==> config.mk <==
export PLATFORM = sky130hd
export DESIGN_NAME = keypad_scanner
export DESIGN_NICKNAME = d
export VERILOG_FILES = /design/src/rtl/keypad_pkg.sv /design/src/rtl/keypad_code_lut.sv /design/src/rtl/keypad_scanner.sv
export SDC_FILE = /design/constraint.sdc
export NUM_CORES = 1
export LEC_CHECK = 0
export BUFFER_PORTS_ARGS = -buffer_cell sky130_fd_sc_hd__buf_2
export CELL_PAD_IN_SITES_DETAIL_PLACEMENT = 0
export CELL_PAD_IN_SITES_GLOBAL_PLACEMENT = 1
export CORE_MARGIN = 1.5
export CORE_UTILIZATION = 45
export DETAILED_ROUTE_END_ITERATION = 6
export HOLD_SLACK_MARGIN = 0.1
export PLACE_DENSITY = 0.79
export SLEW_MARGIN = 10
export SYNTH_ARGS = -nofsm -noshare
export SYNTH_HDL_FRONTEND = slang
export SYNTH_SLANG_ARGS = --single-unit
==> constraint.sdc <==
create_clock -name clk -period 2.8 [get_ports clk]
set_input_delay 0.28 -clock clk [delete_from_list [all_inputs] [get_ports clk]]
set_output_delay 0.28 -clock clk [all_outputs]
set_load 0.005 [all_outputs]
==> src/rtl/keypad_pkg.sv <==
// Shared types and constants for the 4x4 keypad scanner: FSM states, column
// drive patterns and the idle row pattern.
package keypad_pkg;

   typedef enum logic [1:0] {
      StScan,
      StDebounce,
      StPressed
   } state_e;

   localparam logic [3:0] Col0  = 4'b0111;
   localparam logic [3:0] Col1  = 4'b1011;
   localparam logic [3:0] Col2  = 4'b1101;
   localparam logic [3:0] Col3  = 4'b1110;
   localparam logic [3:0] NoKey = 4'b1111;

   // Rotating right walks the single low bit 0111 -> 1011 -> 1101 -> 1110 -> 0111.
   function automatic logic [3:0] next_col(input logic [3:0] c);
      return {c[0], c[3:1]};
   endfunction

endpackage

==> src/rtl/keypad_code_lut.sv <==
// Combinational decode of a one-cold column drive and a row pattern into the
// keypad hex code; valid_o is low for no key or multiple keys in the column.
module keypad_code_lut
   import keypad_pkg::*;
(
   input  logic [3:0] col_i,
   input  logic [3:0] row_i,
   output logic [3:0] code_o,
   output logic       valid_o
);

   always_comb begin
      code_o  = 4'h0;
      valid_o = 1'b1;
      case ({col_i, row_i})
         {Col0, 4'b0111}: code_o = 4'h1;
         {Col0, 4'b1011}: code_o = 4'h4;
         {Col0, 4'b1101}: code_o = 4'h7;
         {Col0, 4'b1110}: code_o = 4'h0;
         {Col1, 4'b0111}: code_o = 4'h2;
         {Col1, 4'b1011}: code_o = 4'h5;
         {Col1, 4'b1101}: code_o = 4'h8;
         {Col1, 4'b1110}: code_o = 4'hF;
         {Col2, 4'b0111}: code_o = 4'h3;
         {Col2, 4'b1011}: code_o = 4'h6;
         {Col2, 4'b1101}: code_o = 4'h9;
         {Col2, 4'b1110}: code_o = 4'hE;
         {Col3, 4'b0111}: code_o = 4'hA;
         {Col3, 4'b1011}: code_o = 4'hB;
         {Col3, 4'b1101}: code_o = 4'hC;
         {Col3, 4'b1110}: code_o = 4'hD;
         default:         valid_o = 1'b0;
      endcase
   end

endmodule

==> src/rtl/keypad_scanner.sv <==
// PmodKYPD scanner: walks the columns, samples synchronised rows once per dwell,
// debounces press and release, and emits a one-cycle key strobe with its code.
module keypad_scanner
   import keypad_pkg::*;
#(
   parameter int unsigned SETTLE_CYCLES  = 100000,
   parameter int unsigned DEBOUNCE_COUNT = 4
) (
   input  logic       clk,
   input  logic       rst,
   input  logic [3:0] row,
   output logic [3:0] col,
   output logic [3:0] key_code,
   output logic       key_valid,
   output logic       key_held
);

   localparam int unsigned DwellW = $clog2(SETTLE_CYCLES);
   localparam int unsigned CntW   = $clog2(DEBOUNCE_COUNT + 1);
   localparam logic [DwellW-1:0] DwellLast = DwellW'(SETTLE_CYCLES - 1);
   localparam logic [CntW-1:0]   CntDone   = CntW'(DEBOUNCE_COUNT);

   logic [3:0]        row_meta_q, row_sync_q;
   logic [DwellW-1:0] dwell_q, dwell_d;
   state_e            state_q, state_d;
   logic [3:0]        col_q, col_d;
   logic [3:0]        pat_q, pat_d;
   logic [CntW-1:0]   cnt_q, cnt_d;
   logic [3:0]        key_code_q, key_code_d;
   logic              key_valid_q, key_valid_d;
   logic              key_held_q, key_held_d;

   logic              sample;
   logic [CntW-1:0]   cnt_inc;
   logic [3:0]        lut_code;
   logic              lut_valid;

   keypad_code_lut u_lut (
      .col_i   (col_q),
      .row_i   (row_sync_q),
      .code_o  (lut_code),
      .valid_o (lut_valid)
   );

   assign sample  = (dwell_q == DwellLast);
   assign cnt_inc = cnt_q + CntW'(1);
   assign dwell_d = sample ? '0 : dwell_q + DwellW'(1);

   // cnt_q counts matching press samples in StDebounce and empty samples in StPressed.
   always_comb begin
      state_d     = state_q;
      col_d       = col_q;
      pat_d       = pat_q;
      cnt_d       = cnt_q;
      key_code_d  = key_code_q;
      key_valid_d = 1'b0;
      key_held_d  = key_held_q;
      if (sample) begin
         unique case (state_q)
            StScan: begin
               if (lut_valid) begin
                  pat_d   = row_sync_q;
                  cnt_d   = CntW'(1);
                  state_d = StDebounce;
               end else begin
                  col_d = next_col(col_q);
               end
            end
            StDebounce: begin
               if (row_sync_q == pat_q) begin
                  if (cnt_inc == CntDone) begin
                     key_valid_d = 1'b1;
                     key_code_d  = lut_code;
                     key_held_d  = 1'b1;
                     cnt_d       = '0;
                     state_d     = StPressed;
                  end else begin
                     cnt_d = cnt_inc;
                  end
               end else begin
                  cnt_d   = '0;
                  state_d = StScan;
                  col_d   = next_col(col_q);
               end
            end
            StPressed: begin
               if (row_sync_q == NoKey) begin
                  if (cnt_inc == CntDone) begin
                     key_held_d = 1'b0;
                     cnt_d      = '0;
                     state_d    = StScan;
                     col_d      = next_col(col_q);
                  end else begin
                     cnt_d = cnt_inc;
                  end
               end else begin
                  cnt_d = '0;
               end
            end
            default: state_d = StScan;
         endcase
      end
   end

   always_ff @(posedge clk) begin
      if (rst) begin
         row_meta_q  <= NoKey;
         row_sync_q  <= NoKey;
         dwell_q     <= '0;
         state_q     <= StScan;
         col_q       <= Col0;
         pat_q       <= NoKey;
         cnt_q       <= '0;
         key_code_q  <= 4'h0;
         key_valid_q <= 1'b0;
         key_held_q  <= 1'b0;
      end else begin
         row_meta_q  <= row;
         row_sync_q  <= row_meta_q;
         dwell_q     <= dwell_d;
         state_q     <= state_d;
         col_q       <= col_d;
         pat_q       <= pat_d;
         cnt_q       <= cnt_d;
         key_code_q  <= key_code_d;
         key_valid_q <= key_valid_d;
         key_held_q  <= key_held_d;
      end
   end

   assign col       = col_q;
   assign key_code  = key_code_q;
   assign key_valid = key_valid_q;
   assign key_held  = key_held_q;

endmodule

==> results.cfg <==
[clocking]
post_cts_buffers = 0
cts.sinks = 44
clockBufferDepth = 2
cts_root_buffer = clkbuf_8
worstSkewPairLatency_ns = 0.30
cts_tree = built
htreeDepth = 2
clkSlewWorstSetupHoldPaths_ns = 0.08
cts_buffers = 5
cts_hold_buf = 0
cts_resized = 0

[yosys]
ys_types = 48
synth_edf_count = 0
ys_top_cells_by_area = dfxtp_1 38%, nor2_1 5.6%, xor2_1 4.9%
seq_area_frac_synth_pct = 37.73
synth-xor-area-share_pct = 9.378
ys_seq_elements = 44
synth-simple-area-share_pct = 29.85
synth_top_area_share_pct = 37.73
yosysWarnings = 0
synth_fa_ha_area_share_pct = 3.751
syn_nets = 288
synth_area_per_cell_um2 = 8.490
synth_top_family_by_area = simple AND/OR/NAND/NOR gates
async_flop_share_pct = 0
syn-cell-area_um2 = 2335
synth.area.mux_share_pct = 1.286
netlist_instances = 275
synthFlopType = dfxtp_1
synth_top_area_cell = dfxtp_1
synth_compound_area_share_pct = 13.61

[die]
io_pins = 16
start_util_pct = 46.30
die-width_um = 75.03
core_um2 = 5042
die_h_um = 75.03
dieArea_um2 = 5630
rows = 26

[min_path]
min_from = row[3]
min_path_type = in2reg
min_to = row_meta_q[3]$_SDFF_PP1_
hold_depth = 2

[sta]
rsz0062_at_grt = false
finClkSkew_ns = 0.006942
worst_pin_slew_ns = 0.5620
setup_viol = 0
hold_viol_final = 0
period_minus_slack_ns = 2.348
setup_tns_ns = 0
fin_crit_sh_pct = 83.86
fmax_ghz = 0.4259
slew_violations = 0
whs_ns = 0.1649
maxSlewHeadroom_pct = 62.48

[setup_path]
ff2ff_setup_slack_ns = 0.45
timing.setup.critical_path_class = reg2reg
reg2reg_from = col[2]$_SDFFE_PP1P_
max_stage_delay_ns = 0.63
crit_slowest_cell = dfxtp_1
end_kind = register
r2r_end = col[0]$_SDFFE_PP1P_
cp.required_ns = 2.99
critPathMaxFanout = 14
start_kind = register
reg2reg_depth = 5
cp_data_arrival_time_ns = 2.54
path_delay_family = simple AND/OR/NAND/NOR gates
path_buf_inv = 0
crit_chain = xnor2_1, o211a_1, nor3b_1, or4_1, a211o_1

[layout]
drive_gt1_share_pct = 16.26
syn_to_final_growth_pct = 10.61
final_common_cell = dfxtp_1
fin_nets = 301
antenna_cells = 0
final_util_pct = 51.22
final_cell_mix = 44 x dfxtp_1, 35 x nor2_1, 15 x nand2_1, 15 x buf_2, 13 x xor2_1

[detailed_routing]
num_vias = 1912
post_drt_via_cell_ratio = 5.326
drt-pass1-iter-count = 4
drtIter0Drc = 90
wl_mm = 4.563
ant_nets = 0
wl_per_cell_um = 12.71
drc_errors = 0

[global_route]
use_met1_pct = 22.64
overflow = 0
antenna_found_initial = 0
met2_usage_pct = 29.50
gr-max-usage-layer = met2
grt_pass1_vias = 1715
track_usage_pct = 17.84
grtUsageMet3_pct = 4.016
grt_max_degree = 32
grt_pass1_wl_mm = 7.659

[power_and_ir_drop]
power_density_nw_per_um2 = 433.3
finalPower_w = 0.001119
ir_worst_vdd_mv = 0.2833
p_leak_nw = 0.9961

[placed_design]
hpwl_mm = 3.250
place.gp.congestion = 0.7943
port_buffers = 15

[outcome]
status = completed

[job]
drv_cap = 0
## cell usage after synthesis, drive strengths merged (4+ instances only)
| cell | count |
|---|---|
| nand2 | 16 |
| clkbuf | 14 |
| nor3b | 4 |
| xnor2 | 12 |
| nor3 | 10 |
| o21ai | 8 |
| a21oi | 11 |
| dfxtp | 44 |
| inv | 11 |
| nand4 | 5 |
| or2 | 10 |
| and3 | 7 |
| nand4b | 8 |
| ha | 7 |
| xor2 | 13 |
| nand3 | 12 |
| nor2 | 35 |
| a211o | 8 |
## metrics by stage
stage               instances  setup slack (ns)  area [um^2]
floorplan                 275            0.5156         2335
global placement          351            0.4803         2489
detailed placement        351            0.4399         2489
CTS                       359            0.4313         2582
global route              359            0.3052         2582
finish                    359            0.4520         2582
## cells by family (layout without fill, tap and decap cells)
family,Yosys count,count (layout)
AND/OR/NAND/NOR,124,124
buffers and inverters,27,41
XOR/XNOR,25,25
multiplexers,3,3
adder cells (fa/ha/maj),7,7
flip-flops,44,44
AO/OA/AOI/OAI,45,45
## worst max path at each step
stage	depth (start not counted)	slack [ns]	endpoint	startpoint
after global placement	5	0.48	col[1]$_SDFFE_PP1P_	col[1]$_SDFFE_PP1P_
final	5	0.45	col[0]$_SDFFE_PP1P_	col[2]$_SDFFE_PP1P_
after floorplan	6	0.52	col[0]$_SDFFE_PP1P_	dwell_q[11]$_SDFF_PP0_
after global routing	5	0.31	col[0]$_SDFFE_PP1P_	col[2]$_SDFFE_PP1P_
after detailed placement	5	0.44	col[0]$_SDFFE_PP1P_	col[1]$_SDFFE_PP1P_
after CTS	5	0.43	col[0]$_SDFFE_PP1P_	col[1]$_SDFFE_PP1P_
## metal layers
layer  vias to the layer above  share of wire [%]
li1                        997                  -
met4                         0                2.0
met3                         8                3.9
met5                         -                  0
met1                       873                 47
met2                        34                 47
## registers in the layout (all words and copies together) (netlist names)
name	count
cnt_q	3
col	4
dwell_q	17
key_code	4
key_held	1
key_valid	1
pat_q	4
row_meta_q	4
row_sync_q	4
state_q	2
## where the power goes
group	internal, W	total, W	leakage, nW	switching, W
clock	0.000200	0.000412	0.0445	0.000211
sequential	0.000634	0.000641	0.357	0.00000687
combinational	0.0000280	0.0000665	0.594	0.0000385
total	0.000863	0.00112	0.996	0.000256
## cell type report
| type | instances | area, um^2 |
|---|---|---|
| Fill cell | 499 | 2460 |
| Multi-Input combinational cell | 204 | 1351 |
| Sequential cell | 44 | 880.8 |
| Timing Repair Buffer | 22 | 127.6 |
| Tap cell | 70 | 87.58 |
| Clock buffer | 7 | 86.33 |
| Inverter | 11 | 41.29 |
| Clock inverter | 1 | 7.507 |
## worst reg2reg max path, stage by stage (launching register included)
cell and delay [ns]:
dfxtp_1 0.63, xnor2_1 0.28, o211a_1 0.30, nor3b_1 0.08
or4_1 0.61, a211o_1 0.34
No activity file was read; power rests on OpenSTA's default activity.
